`src/rtl/rr_request_arbiter.sv`:
```
// rr_request_arbiter: 16-way fixed/round-robin arbiter holding each grant until done, request drop or timeout.
module rr_request_arbiter #(
   parameter int N       = 16,
   parameter int IDW     = 4,
   parameter int TIMEOUT = 255
) (
   input  logic           clk,
   input  logic           rst_n,
   input  logic [N-1:0]   req,
   input  logic           mode,
   input  logic           done,
   output logic           gnt_valid,
   output logic [IDW-1:0] gnt_id,
   output logic [N-1:0]   gnt_onehot,
   output logic           timeout_pulse
);
   typedef enum logic {IDLE, GRANT} state_t;
   state_t state, state_nxt;
   logic [IDW-1:0] last_id, ptr, win;
   logic [7:0] hold;
   logic own_req, tmo, rel, arb;
   assign ptr     = mode ? last_id : '0;
   assign own_req = req[gnt_id];
   assign tmo     = (TIMEOUT != 0) && (hold == 8'(TIMEOUT - 1));
   assign rel     = done | ~own_req | tmo;
   assign arb     = (state == IDLE) && (|req);
   // search from ptr-1 downwards; later iterations have higher priority
   always_comb begin
      win = '0;
      for (int j = N - 1; j >= 0; j--)
         if (req[ptr - IDW'(1) - IDW'(j)]) win = ptr - IDW'(1) - IDW'(j);
   end
   always_ff @(posedge clk or negedge rst_n) begin
      if (!rst_n) begin
         state         <= IDLE;
         gnt_id        <= '0;
         gnt_onehot    <= '0;
         last_id       <= '0;
         hold          <= '0;
         timeout_pulse <= 1'b0;
      end else begin
         state         <= state_nxt;
         timeout_pulse <= (state == GRANT) && tmo && !done && own_req;
         if (arb) begin
            gnt_id     <= win;
            last_id    <= win;
            hold       <= '0;
            gnt_onehot <= N'(1) << win;
         end else if (state == GRANT) begin
            hold <= (hold == 8'hFF) ? hold : hold + 8'd1;
            if (rel) gnt_onehot <= '0;
         end
      end
   end
   always_comb begin
      state_nxt = (state == IDLE) ? (arb ? GRANT : IDLE) : (rel ? IDLE : GRANT);
   end
   always_comb begin
      gnt_valid = (state == GRANT);
   end
endmodule

```
`config.mk`:
```
export PLATFORM = sky130hd
export DESIGN_NAME = rr_request_arbiter
export DESIGN_NICKNAME = d
export VERILOG_FILES = /design/src/rtl/rr_request_arbiter.sv
export SDC_FILE = /design/constraint.sdc
export NUM_CORES = 1
export LEC_CHECK = 0
export CORE_MARGIN = 2
export CORE_UTILIZATION = 59
export CTS_CLUSTER_SIZE = 28
export DETAILED_ROUTE_END_ITERATION = 8
export PLACE_DENSITY = 0.88
export SKIP_CTS_REPAIR_TIMING = 1
export SLEW_MARGIN = 0
export SYNTH_ARGS = -nofsm -noshare
export SYNTH_HDL_FRONTEND = slang
export SYNTH_SLANG_ARGS = --single-unit
```
`constraint.sdc`:
```
create_clock -name clk -period 5.4 [get_ports clk]
set_input_delay 1.62 -clock clk [delete_from_list [all_inputs] [get_ports clk]]
set_output_delay 1.62 -clock clk [all_outputs]
set_load 0.1 [all_outputs]
```
==> results.tsv, run 1 <==
stage	metric	value	unit
cts	CTS root buffer	clkbuf_8	
detailed_routing	Via density	7.09	
worst_setup_path	slowest library cell on the worst path	a2111oi_1	
global_route	largest net degree at the start of global routing	42	
detailed_routing	Post-route DRC	0	
timing	Slew @ Worst Pin	1.14	ns
cts	Clock Latency Late Sink	0.28	ns
worst_setup_path	Worst Path Class, Setup	in2reg	
synth	Synth cell types	88	
floorplan	die span in x	86.2	µm
cells_and_area	nets	610	
placement	RePlAce Congestion	1.10	
worst_setup_path	Worst Setup Start Kind	input pin	
placement	count of input and output buffers	41	
cts	TritonCTS Buffers	5	
timing	Period Utilization, post-route	0.957	
timing	Fin Hold WS	0.484	ns
worst_setup_path	maximum fanout along the worst path	11	
detailed_routing	Post-DRT Antenna Nets	0	
timing	minimum clock period	5.17	ns
cells_and_area	final non-filler cell total	662	
timing	clock skew	0.00752	ns
timing	slew margin rel.	0.236	
synth	top cells by count, synth	39 x nor2_1, 31 x nand2_1, 30 x dfrtp_1	
worst_setup_path	critical path arrival	5.39	ns
worst_setup_path	Crit path max-delay family	compound AO/OA/AOI/OAI gates	
synth	top cell type's share of synthesized area	0.188	
global_route	vias in the first global route	4382	
worst_setup_path	CP dominant cell by count	buf_4	
synth	Synthesized Nets	499	
global_route	Global Route Usage Sum	0.389	
synth	ys flop type	dfrtp_1	
timing	Final Slew Violations	0	
cells_and_area	share of post-route cells with drive strength above 1	0.297	
placement	DP Cell Count	648	
timing	Final Hold Fails	0	
synth	syn avg cell area	8.42	µm²
floorplan	IO Pins	42	
worst_setup_path	critical path's largest stage delay	0.47	ns
cts	CTS tree	yes	
floorplan	Initial Util	0.620	
cells_and_area	# diodes	0	
cts	maximum clock path buffer count	2	
timing	fmax	0.194	GHz
floorplan	Core Region	0.00642	mm²
timing	final setup violating endpoints	0	
detailed_routing	overall routed net length	14700	µm
detailed_routing	detailed-route via count	4695	
flow_run	max cap viols	0	
floorplan	cell row count	29	
global_route	initial antenna violation count	0	
synth	Yosys reg bits	30	
status	outcome	complete, no violations	
cts	H-tree lvl count	2	
floorplan	Die ar.	0.00743	mm²
cells_and_area	synthesis-to-finish area growth	32.3	%
floorplan	Die H	86.2	µm
detailed_routing	Wirelength per Cell	22.2	µm
worst_hold_path	min-delay worst type	reg2reg	
detailed_routing	Starting DRT DRC Count	551	
synth	Seq/Total Area, Yosys	0.188	
detailed_routing	Pre-antenna DRT Iters	5	
cells_and_area	fillcell total	390	
synth	Yosys warnings	0	
synth	cell count after synthesis	473	
synth	post-synthesis cell type with the largest combined area	dfrtp_1	
synth	Post-synth EDFFs	0	
cts	clk slew on worst S/H paths	0.06	ns
synth	Async SR Flop Fraction	1.00	
worst_setup_path	worst-path cell chain	dlymetal6s2s_1, buf_4, and2_1, inv_1, ha_1, nand2b_1, a32o_1, buf_4, xnor2_1, buf_4, and2_1, o32ai_1, a2111oi_1, o211ai_1, a21oi_2, buf_4, and3_4, a22o_1	
cts	clock sink count	30	
worst_setup_path	crit end category	flop	
placement	hpwl dp	10700	µm
worst_setup_path	Worst EP required	5.62	ns
worst_setup_path	critical path buffer and inverter count	6	
synth	Cell Area, Synth	0.00398	mm²
synth	cell with the most instances after synthesis	nor2_1	
synth	synth top area cells	dfrtp_1 19%, mux2i_1 7.3%, mux4_2 4.5%, mux2_2 4.2%, nor2_1 3.7%	
global_route	first-pass GRT wire length	22700	µm
global_route	GR Overflow Total	0	
-- flip-flops by register name, indices dropped and copies added (netlist names) --
signal and count:
timeout_pulse 1, hold 8, last_id 4, gnt_onehot 16
gnt_valid 1
-- worst min-delay path: stages, from the launching register on --
cell	delay, ns
dfrtp_1	0.34
nand2_1	0.06
o41ai_2	0.05
-- area by class of cell --
| class | count | area [µm²] | share of cell area |
|---|---|---|---|
| Clock buffer | 7 | 86.3 | 0.0164 |
| Clock inverter | 1 | 5.00 | 0.000949 |
| Sequential cell | 30 | 751 | 0.142 |
| Inverter | 15 | 68.8 | 0.0131 |
| Tap cell | 77 | 96.3 | 0.0183 |
| Multi-Input combinational cell | 399 | 3160 | 0.600 |
| Timing Repair Buffer | 133 | 1100 | 0.209 |
-- stage by stage --
step,area [µm²],setup TNS [ns],worst slack (ns),util
2_1_floorplan,4080,-0.0145,-0.00363,-
3_3_place_gp,5040,-2.07,-0.173,0.786
3_5_place_dp,5040,-4.38,-0.355,0.786
4_1_cts,5140,-0.191,-0.0765,0.800
5_1_grt,5270,-2.02,-0.222,0.821
6_report,5270,0,0.234,0.821
-- cell usage in the layout (no fill, tap or decap), drive strengths merged, types with 9 or more instances in the layout --
master / count
nand2: 31
o21ai: 29
nand3: 13
a211oi: 12
a22o: 14
dfrtp: 30
and2: 14
mux2i: 32
nor2: 39
clkdlybuf4s50: 40
a21oi: 23
nor4: 9
mux2: 17
nor3: 13
buf: 92
inv: 15
-- final timing paths --
check / start / slack, ns / endpoint / cells after the start
worst min-delay path: gnt_onehot[1]$_DFFE_PN0P_ / 0.48 / gnt_onehot[1]$_DFFE_PN0P_ / 2
max in group asynchronous: rst_n / 3.38 / hold[2]$_DFFE_PN0P_ / 2
min in group asynchronous: rst_n / 1.73 / gnt_onehot[8]$_DFFE_PN0P_ / 2
worst max register to register: last_id[2]$_DFFE_PN0P_ / 1.16 / gnt_onehot[2]$_DFFE_PN0P_ / 16
worst max-delay path: mode / 0.23 / gnt_onehot[2]$_DFFE_PN0P_ / 18
worst min register to register: gnt_onehot[1]$_DFFE_PN0P_ / 0.48 / gnt_onehot[1]$_DFFE_PN0P_ / 2
-- kinds of logic after synthesis --
kind of cell | count (synthesis) | share of synthesized area
adders and majority gates | 6 | 0.0188
and+or+nand+nor | 173 | 0.242
buffers and inverters | 44 | 0.0531
muxes | 57 | 0.181
AOI/OAI and AO/OA | 152 | 0.293
xor gates and xnor gates | 11 | 0.0242
DFF | 30 | 0.188
-- layer usage --
layer	up-vias	GRT usage	wire length, µm
met5	-	0	0
met4	0	0.155	739
met3	72	0.0390	1260
met2	304	0.669	7030
met1	2241	0.505	5640
li1	2078	-	-
Power of run 1 is not shown: default switching activity piles up to over one toggle a cycle in this logic, so the estimate is an artifact.
==> run 2: changes to the inputs <==
--- a/config.mk
+++ b/config.mk
@@ -7,6 +7,7 @@
 export LEC_CHECK = 0
 export CORE_MARGIN = 2
 export CORE_UTILIZATION = 59
+export CTS_CLUSTER_DIAMETER = 60
 export CTS_CLUSTER_SIZE = 28
 export DETAILED_ROUTE_END_ITERATION = 8
 export PLACE_DENSITY = 0.88
==> results of run 2 <==
The final DEF is identical to that of run 1; final timing and power are the same.
Power of run 2 is left out for the same reason.
==> run 3: changes to the inputs <==
--- a/config.mk
+++ b/config.mk
@@ -5,7 +5,7 @@
 export SDC_FILE = /design/constraint.sdc
 export NUM_CORES = 1
 export LEC_CHECK = 0
-export CORE_MARGIN = 2
+export CORE_MARGIN = 5
 export CORE_UTILIZATION = 59
 export CTS_CLUSTER_DIAMETER = 60
 export CTS_CLUSTER_SIZE = 28
==> results.tsv, run 3 (synthesis results as in run 1) <==
stage	metric	value	unit	change
worst_hold_path	min-delay worst type	reg2reg		
cells_and_area	fillcell total	445		+14%
cells_and_area	final core utilization	0.783		-0.0384
worst_setup_path	critical path's largest stage delay	0.53	ns	+0.06 ns
cells_and_area	register name with the most flops	gnt_onehot		
floorplan	Initial Util	0.596		-0.0240
worst_setup_path	Worst Path Class, Setup	in2reg		
detailed_routing	Post-DRT Antenna Nets	0		unchanged
floorplan	Core Region	0.00668	mm²	+4.0%
timing	RSZ-0062 raised after global routing	no		
worst_setup_path	CP dominant cell by count	buf_4		
placement	hpwl dp	10500	µm	-1.8%
worst_setup_path	crit path launch	mode		
placement	count of input and output buffers	41		unchanged
cells_and_area	most common cell after layout, fill and taps aside	buf_4		
placement	RePlAce Congestion	1.00		-8.8%
timing	Final Slew Violations	0		unchanged
worst_setup_path	worst-path cell chain	dlymetal6s2s_1, and2_4, inv_6, ha_4, nand3b_1, and2_4, ha_4, inv_4, mux4_2, mux2i_1, buf_4, mux2i_4, buf_4, buf_4, nor3_2, o211ai_2, a2111oi_4, o21ai_4, o31ai_2		
detailed_routing	Wirelength per Cell	22.0	µm	-0.61%
worst_setup_path	crit end category	flop		
detailed_routing	detailed-route via count	4582		-2.4%
cells_and_area	Register Area	751	µm²	unchanged
cells_and_area	most frequent cells in the layout	81 x buf_4, 40 x clkdlybuf4s50_1, 37 x nor2_1		
cells_and_area	# diodes	0		unchanged
cts	Clock Latency Late Sink	0.29	ns	about the same
cells_and_area	area of the multi-input gates	0.00316	mm²	-0.12%
worst_hold_path	hold path depth	2		unchanged
worst_setup_path	Reg-to-Reg Start	last_id[2]$_DFFE_PN0P_		
worst_setup_path	critical path arrival	5.18	ns	-0.21 ns
global_route	vias in the first global route	4382		unchanged
cells_and_area	Largest register FFs	16		unchanged
global_route	initial antenna violation count	0		unchanged
global_route	GR Overflow Total	0		unchanged
detailed_routing	overall routed net length	14400	µm	-1.7%
timing	Slew @ Worst Pin	1.07	ns	-0.0719 ns
detailed_routing	Pre-antenna DRT Iters	5		unchanged
detailed_routing	Starting DRT DRC Count	403		-27%
floorplan	Die H	92.2	µm	+7.0%
timing	slew margin rel.	0.284		+0.0483
cts	clock sink count	30		unchanged
worst_setup_path	slowest library cell on the worst path	a2111oi_4		
global_route	Global Route Usage Sum	0.331		-0.0587
timing	fmax	0.200	GHz	+3.6%
worst_hold_path	worst hold start	gnt_onehot[0]$_DFFE_PN0P_		
cts	TritonCTS Buffers	5		unchanged
worst_setup_path	Worst EP required	5.59	ns	-0.03 ns
global_route	largest net degree at the start of global routing	42		unchanged
timing	Period Utilization, post-route	0.924		-0.0328
detailed_routing	Via density	7.00		-1.4%
worst_setup_path	maximum fanout along the worst path	4		-7
worst_setup_path	Crit path max-delay family	compound AO/OA/AOI/OAI gates		
floorplan	Die ar.	0.00850	mm²	+14%
timing	minimum clock period	4.99	ns	-0.177 ns
timing	final setup violating endpoints	0		unchanged
global_route	first-pass GRT wire length	22600	µm	-0.76%
floorplan	cell row count	30		+3.4%
worst_setup_path	Worst Setup Start Kind	input pin		
flow_run	max cap viols	0		unchanged
placement	Place WS	-0.382	ns	-0.0265 ns
worst_setup_path	Reg2Reg Capture Point	gnt_onehot[11]$_DFFE_PN0P_		
status	outcome	complete, no violations		
worst_hold_path	Hold EP	gnt_onehot[0]$_DFFE_PN0P_		
cts	clk slew on worst S/H paths	0.06	ns	about the same
cells_and_area	largest registers	gnt_onehot x16, hold x8, last_id x4		
floorplan	die span in x	92.2	µm	+7.0%
detailed_routing	Post-route DRC	0		unchanged
cts	CTS root buffer	clkbuf_8		
cells_and_area	synthesis-to-finish area growth	31.2	%	
worst_setup_path	reg-to-reg slack, setup	1.32	ns	+0.16 ns
cells_and_area	share of post-route cells with drive strength above 1	0.289		-0.00874
cells_and_area	nets	600		-1.6%
timing	Final Hold Fails	0		unchanged
worst_setup_path	Worst R2R Path Depth	16		unchanged
floorplan	IO Pins	42		unchanged
worst_setup_path	critical path buffer and inverter count	6		unchanged
timing	clock skew	0.00444	ns	-0.00308 ns
cts	H-tree lvl count	2		unchanged
cts	maximum clock path buffer count	2		unchanged
timing	final worst slack	0.411	ns	+0.177 ns
cts	CTS tree	yes		
[run 3: layout make-up]
cell class	instances	area share
multi-input cells	399	0.604
inverters	15	0.0132
clock buffers	8	0.0211
well taps	80	0.0191
flip-flops and latches	30	0.144
repair buffers	123	0.199
[run 3: worst max path at each step]
stage                                  to  slack (ns)  cells after the start
2_1_floorplan   gnt_onehot[2]$_DFFE_PN0P_      -0.004                     19
3_3_place_gp    gnt_onehot[7]$_DFFE_PN0P_       -0.20                     17
3_5_place_dp    gnt_onehot[7]$_DFFE_PN0P_       -0.38                     17
4_1_cts         gnt_onehot[7]$_DFFE_PN0P_        -0.1                     17
5_1_grt        gnt_onehot[12]$_DFFE_PN0P_        0.26                     17
6_report        gnt_onehot[5]$_DFFE_PN0P_        0.41                     19
[run 3: through the flow]
| stage | instances | hold WS (ns) | cell area (µm²) | setup TNS [ns] |
|---|---|---|---|---|
| after global routing | 655 | 0.548 | 5230 | 0 |
| after detailed placement | 642 | 0.470 | 4990 | -4.99 |
| final | 655 | 0.504 | 5230 | 0 |
| after floorplan | 473 | 0.504 | 4080 | -0.0145 |
| after global placement | 642 | 0.464 | 4990 | -2.16 |
| after CTS | 650 | 0.516 | 5100 | -0.414 |
[run 3: routing by layer]
metal / wire [µm] / global-route usage
met1: 5610 / 0.423
met2: 6850 / 0.553
met3: 1290 / 0.0468
met4: 681 / 0.146
met5: 0 / 0
[run 3: worst register-to-register path, cell delays in order, from the launching register on]
cell and delay [ns]:
dfrtp_1 0.72, and2_1 0.24, inv_1 0.07, ha_1 0.23, nand2b_1 0.12, buf_4 0.12
a32oi_2 0.15, buf_4 0.23, xnor2_1 0.36, buf_4 0.20, a2bb2oi_2 0.05, o32ai_1 0.38
a2111oi_1 0.15, o211ai_1 0.37, a21oi_1 0.19, nor3_2 0.27, a22o_1 0.19
Power of run 3 is left out for the same reason.
